--- src/rtl/mem_write_ctrl.sv ---
// Write-side controller for byte lookup memories: word, bit-RMW and fill
// requests over valid/ready, with a registered read-first read port.
module mem_write_ctrl #(
  parameter int DATA_W = 8,
  parameter int ADDR_W = 8,
  parameter int DEPTH  = 256
) (
  input  logic                      clk,
  input  logic                      rst_n,
  input  logic                      wr_valid,
  output logic                      wr_ready,
  input  logic [1:0]                wr_mode,
  input  logic [ADDR_W-1:0]         wr_base,
  input  logic [ADDR_W-1:0]         wr_offset,
  input  logic [DATA_W-1:0]         wr_data,
  input  logic [$clog2(DATA_W)-1:0] wr_bit_sel,
  input  logic [ADDR_W-1:0]         wr_len,
  input  logic [ADDR_W-1:0]         rd_addr,
  output logic [DATA_W-1:0]         rd_data,
  output logic                      busy,
  output logic                      done,
  output logic                      err
);

  localparam int SW = $clog2(DATA_W);
  localparam int IW = $clog2(DEPTH);
  localparam logic [ADDR_W:0] LIMIT = (ADDR_W+1)'(DEPTH);
  localparam logic [ADDR_W-1:0] ONE = ADDR_W'(1);

  localparam logic [1:0] M_WORD = 2'b00;
  localparam logic [1:0] M_BIT  = 2'b01;
  localparam logic [1:0] M_FILL = 2'b10;

  typedef enum logic [1:0] {IDLE, BIT_RMW, FILL} state_t;

  state_t            state;
  logic [DATA_W-1:0] mem [DEPTH];
  logic [ADDR_W-1:0] ptr;
  logic [ADDR_W-1:0] count;
  logic [DATA_W-1:0] lat_data;
  logic [SW-1:0]     lat_sel;
  logic [ADDR_W-1:0] ea;
  logic              accept;
  logic              we;
  logic [ADDR_W-1:0] wa;
  logic [DATA_W-1:0] wd;

  function automatic logic oor(input logic [ADDR_W-1:0] a);
    return {1'b0, a} >= LIMIT;
  endfunction

  assign ea       = wr_base + wr_offset;
  assign wr_ready = (state == IDLE);
  assign busy     = ~wr_ready;
  assign accept   = wr_valid && wr_ready;

  // ptr doubles as the latched target address in BIT_RMW
  always_comb begin
    we = 1'b0;
    wa = ea;
    wd = wr_data;
    unique case (state)
      IDLE: begin
        we = accept && !oor(ea) &&
             (wr_mode == M_WORD || wr_mode == M_FILL);
      end
      BIT_RMW: begin
        wa = ptr;
        wd = mem[ptr[IW-1:0]];
        wd[lat_sel] = lat_data[0];
        we = !oor(ptr);
      end
      FILL: begin
        wa = ptr;
        wd = lat_data;
        we = !oor(ptr);
      end
      default: ;
    endcase
    we = we && rst_n;
  end

  always_ff @(posedge clk) begin
    if (we) mem[wa[IW-1:0]] <= wd;
  end

  always_ff @(posedge clk or negedge rst_n) begin
    if (!rst_n) begin
      state    <= IDLE;
      ptr      <= '0;
      count    <= '0;
      lat_data <= '0;
      lat_sel  <= '0;
      done     <= 1'b0;
      err      <= 1'b0;
      rd_data  <= '0;
    end else begin
      done    <= 1'b0;
      rd_data <= oor(rd_addr) ? '0 : mem[rd_addr[IW-1:0]];
      unique case (state)
        IDLE: begin
          if (wr_valid) begin
            lat_data <= wr_data;
            lat_sel  <= wr_bit_sel;
            count    <= wr_len;
            ptr      <= ea;
            unique case (1'b1)
              wr_mode == M_WORD: begin
                done <= 1'b1;
                err  <= oor(ea);
              end
              wr_mode == M_BIT: begin
                state <= BIT_RMW;
                err   <= 1'b0;
              end
              wr_mode == M_FILL: begin
                ptr <= ea + ONE;
                err <= oor(ea);
                if (wr_len == '0) done  <= 1'b1;
                else              state <= FILL;
              end
              default: begin
                done <= 1'b1;
                err  <= 1'b1;
              end
            endcase
          end
        end
        BIT_RMW: begin
          state <= IDLE;
          done  <= 1'b1;
          if (oor(ptr)) err <= 1'b1;
        end
        FILL: begin
          ptr   <= ptr + ONE;
          count <= count - ONE;
          if (oor(ptr)) err <= 1'b1;
          if (count == ONE) begin
            state <= IDLE;
            done  <= 1'b1;
          end
        end
        default: state <= IDLE;
      endcase
    end
  end

endmodule

--- config.mk ---
export PLATFORM = sky130hd
export DESIGN_NAME = mem_write_ctrl
export DESIGN_NICKNAME = d
export VERILOG_FILES = /design/src/rtl/mem_write_ctrl.sv
export SDC_FILE = /design/constraint.sdc
export NUM_CORES = 2
export LEC_CHECK = 0
export BUFFER_PORTS_ARGS = -buffer_cell sky130_fd_sc_hd__buf_4
export CAP_MARGIN = 20
export CORE_MARGIN = 2
export CORE_UTILIZATION = 55
export CTS_BUF_LIST = sky130_fd_sc_hd__clkbuf_8
export CTS_CLUSTER_SIZE = 10
export DETAILED_ROUTE_END_ITERATION = 6
export PLACE_DENSITY = 0.81
export SETUP_SLACK_MARGIN = 0.1
export SKIP_LAST_GASP = 1
export SLEW_MARGIN = 10
export SYNTH_ARGS = -nofsm -noshare
export SYNTH_HDL_FRONTEND = slang
export SYNTH_SLANG_ARGS = --single-unit
--- constraint.sdc ---
create_clock -name clk -period 38.2 [get_ports clk]
set_input_delay 7.64 -clock clk [delete_from_list [all_inputs] [get_ports clk]]
set_output_delay 7.64 -clock clk [all_outputs]
set_load 0.05 [all_outputs]
==> impl_results.md <==
- Status: complete, but fails checks
- Failing checks: design-rule violations
- Antenna-violating nets left: 0
- Setup crit end kind: flop
- Register area: 62,500 um2
- FF-to-FF Start: ptr[1]
- CP max FO: 79
- Fin nets: 5,403
- Area contributors post-synth: edfxtp_1 (62%), mux4_2 (25%), mux2i_1 (2.3%)
- Global-route wire length before repair: 431,000 um
- WL final: a little over 300,000 um
- Commonest cells post-synth: edfxtp_1 (2,048), mux4_2 (1,111), mux2i_1 (225)
- Die width: 429 um
- Total Routing Usage GR: 0.332
- Met3 usage: 0.136
- Post-synthesis sequential area ratio: 0.630
- Internal Pwr Total: 5.02 mW
- M2 GR Usage: 0.479
- Synth cell types: 76
- Routed vias/inst: 7.57
- I/O pin count: 60
- Synthesized instance count: roughly 5,100
- Hold Path Stages: 2
- Crit Reg-Reg Endpoint: mem[155][1]
- RSZ-0062 raised after global routing: false
- Gpl congestion: 0.984
- Skew-Pair Late Insertion Delay: between 1 and 1.5 ns
- Synthesized area: 99,100 um2
- P&R area growth vs syn: 10.5%
- Worst rel slew slack: 0.166
- CP required: 39.15 ns
- Final Skew: 0.0895 ns
- FFs w/ async S/R, synth: 0.0187
- Post-DP HPWL: 192,000 um
- Count leader, synth: edfxtp_1
- Chip Height: approximately 430 um
- Fin Hold WS: 0.490 ns
- Row count: 155
- Yosys warnings: 0
- Flop pwr share: 0.402
- Setup CP Type: input port to flop
- Routed vias: 60,299
- Worst-path clk slew: 0.06 ns
- Post_cts resized: 0
- Cts hold-fix bufs: 0
- Fmax: 77.1 MHz
- Post-route cell area: roughly 110,000 um2
- Fraction of layout cells with a size suffix above 1: 0.359
- Placed Area: 103,000 um2
- Pwr dens: ~75 nW/um2
- Fin. max-slew vios: 0
- Htree depth: 5
- Setup crit start kind: input port
- Most Used Layer, Global Route: met2
- Clock share of power: 0.220
- Detailed-route DRC error count: 25
- Antenna violations before repair: 26
- Worst-margin pin slew: 1.25 ns
- Mean Syn Cell Area: roughly 20 um2
- Avg WL per Cell: 38.4 um
- EDFF count, synth: 2,048
- Sw frac: 0.388
- Pin count of the biggest net entering global routing: roughly 220
- Hold Crit Class: flop to flop
- Vias in the first global route: between 50,000 and 60,000
- Die area: 184,000 um2
- Footprint of the multi-input gates: 35,100 um2
- Seq cells post-synth: 2,087
- PortBufs: 59
- Reg2Reg Depth: 12
- Effective utilization at floorplan: 0.554
- TritonCTS Buffers: 340
- Max-cap violations: 0
- Final WS setup: 25.22 ns
- NetSw: 3.18 mW
- Leakage: 34.6 nW
- Fillers: 11,978
- TritonCTS Sinks: 2,087
- Hold path endpoint: err
- Dpl ws: 23.99 ns
- GR Overflow Total: 0
- Synth top area share: 0.620
- Largest area contributor in the netlist: edfxtp_1
- Synth Net Count: between 5,000 and 6,000
- Drt pass-1 iters: 7
- Main synth FF type: edfxtp_1
- Final hold violation count: 0
- Period utilisation layout: 0.340
- Detailed Route Iter0 Violations: 11,547
- TritonCTS clock tree: yes
- Clock Tree Buf Depth: 4
- Logic pwr share: 0.378
- Met1 GRT Util: 0.428
- Core ar.: 179,000 um2
- Worst Hold Launch: err
- Setup violations, final: 0
- Clock root cell: clkbuf_8
- Post-CTS setup buffer count: 0
- Arrival @ worst endpoint: between 10 and 15 ns
- Slack of the worst reg-to-reg path: 30.49 ns
- TNS Setup: 0 ns
- Max VDD drop: around 0.00011 V
- Final Critical Period: roughly 13 ns
[worst max-delay path, cell delays in order]
cell	delay [ns]
buf_8	0.69
buf_4	0.86
buf_4	0.81
buf_4	0.86
buf_4	0.69
mux4_2	0.60
mux4_2	0.48
a22oi_1	0.48
a21oi_1	0.20
or4_1	0.42
[power groups by stage]
stage	logic [mW]	registers [mW]	clock network [mW]
after floorplan	1.79	3.54	0
after global placement	2.85	3.34	0
after detailed placement	2.94	3.34	0
after CTS	2.95	3.29	1.80
after global routing	3.15	3.30	1.90
final	3.10	3.30	1.81
[metrics by stage]
stage / utilization / std cells / total power, mW
2_1_floorplan: - / 5081 / 5.33
3_3_place_gp: 0.576 / 7319 / 6.19
4_1_cts: 0.612 / 7926 / 8.04
5_1_grt: 0.613 / 7950 / 8.35
3_5_place_dp: 0.577 / 7334 / 6.29
6_report: 0.613 / 7963 / 8.20
[cell type report]
cell class	instances	area share
multi-input combinational	2541	0.320
tap	2355	0.0269
sequential	2087	0.570
inverter	24	0.000868
clock buffer	360	0.0452
antenna	19	0.000434
clock inverter	232	0.0103
timing repair buffer	345	0.0257
[metal layers]
| metal | up-vias | part of all wire | wire length (um) |
|---|---|---|---|
| met2 | 5699 | 0.44 | 136000 |
| met1 | 30740 | 0.32 | 97800 |
| met4 | 26 | 0.068 | 20800 |
| met3 | 1152 | 0.17 | 51000 |
| met5 | - | 0.00070 | 213 |
| li1 | 22682 | - | - |
[how the worst max path moves through the flow]
stage          cells past startpoint    endpoint  slack [ns]        from
2_1_floorplan                     12   mem[0][3]       16.63      ptr[0]
3_3_place_gp                      10  rd_data[2]       24.03  rd_addr[0]
3_5_place_dp                      10  rd_data[2]       23.99  rd_addr[0]
4_1_cts                           10  rd_data[2]       25.12  rd_addr[0]
5_1_grt                           10  rd_data[6]       24.73  rd_addr[0]
6_report                          10  rd_data[2]       25.22  rd_addr[0]
[cells by family (layout without fill, tap and decap cells)]
kind of cell | after synthesis | in the layout | synth area share
adder cells (fa/ha/maj) | 16 | 16 | 0.00209
AO/OA/AOI/OAI | 589 | 589 | 0.0406
buffers and inverters | 453 | 961 | 0.0218
flip-flops | 2087 | 2087 | 0.630
multiplexers | 1355 | 1355 | 0.277
other | 0 | 19 | 0
AND/OR/NAND/NOR | 569 | 569 | 0.0271
XOR/XNOR | 12 | 12 | 0.00106
[cell usage in the layout (no fill, tap or decap), types with 11 or more instances in the layout]
cell      synthesis  routed
edfxtp_1       2048    2048
mux4_2         1111    1111
clkbuf_8          0     360
buf_4            41     309
mux2i_1         225     225
nand2_1         155     155
nor2_1          158     154
a21oi_1         122     121
inv_1            20     110
a22oi_1         107     107
clkinv_1          1      84
o21ai_0          77      76
a211oi_1         75      68
nor3_1           78      55
clkinv_2          0      44
nand3_1          34      34
o22ai_1          34      34
dfrtp_1          39      34
nor4_2            0      24
a221oi_1         23      23
nor3_2            0      23
nand2b_1         22      22
nor4_1           48      22
o221ai_1         21      21
diode_2           0      19
mux2_2           19      19
o211ai_1         17      17
a31oi_1          15      15
ha_1             15      15
buf_6            20      14
buf_12            0      11
[flip-flops by register name, summed over array words and instances, names as in the netlist]
signal / flops
lat_data: 8
ptr: 8
done: 1
rd_data: 8
err: 1
state: 2
mem: 2048
count: 8
lat_sel: 3
No activity file was read; power rests on OpenSTA's default activity.
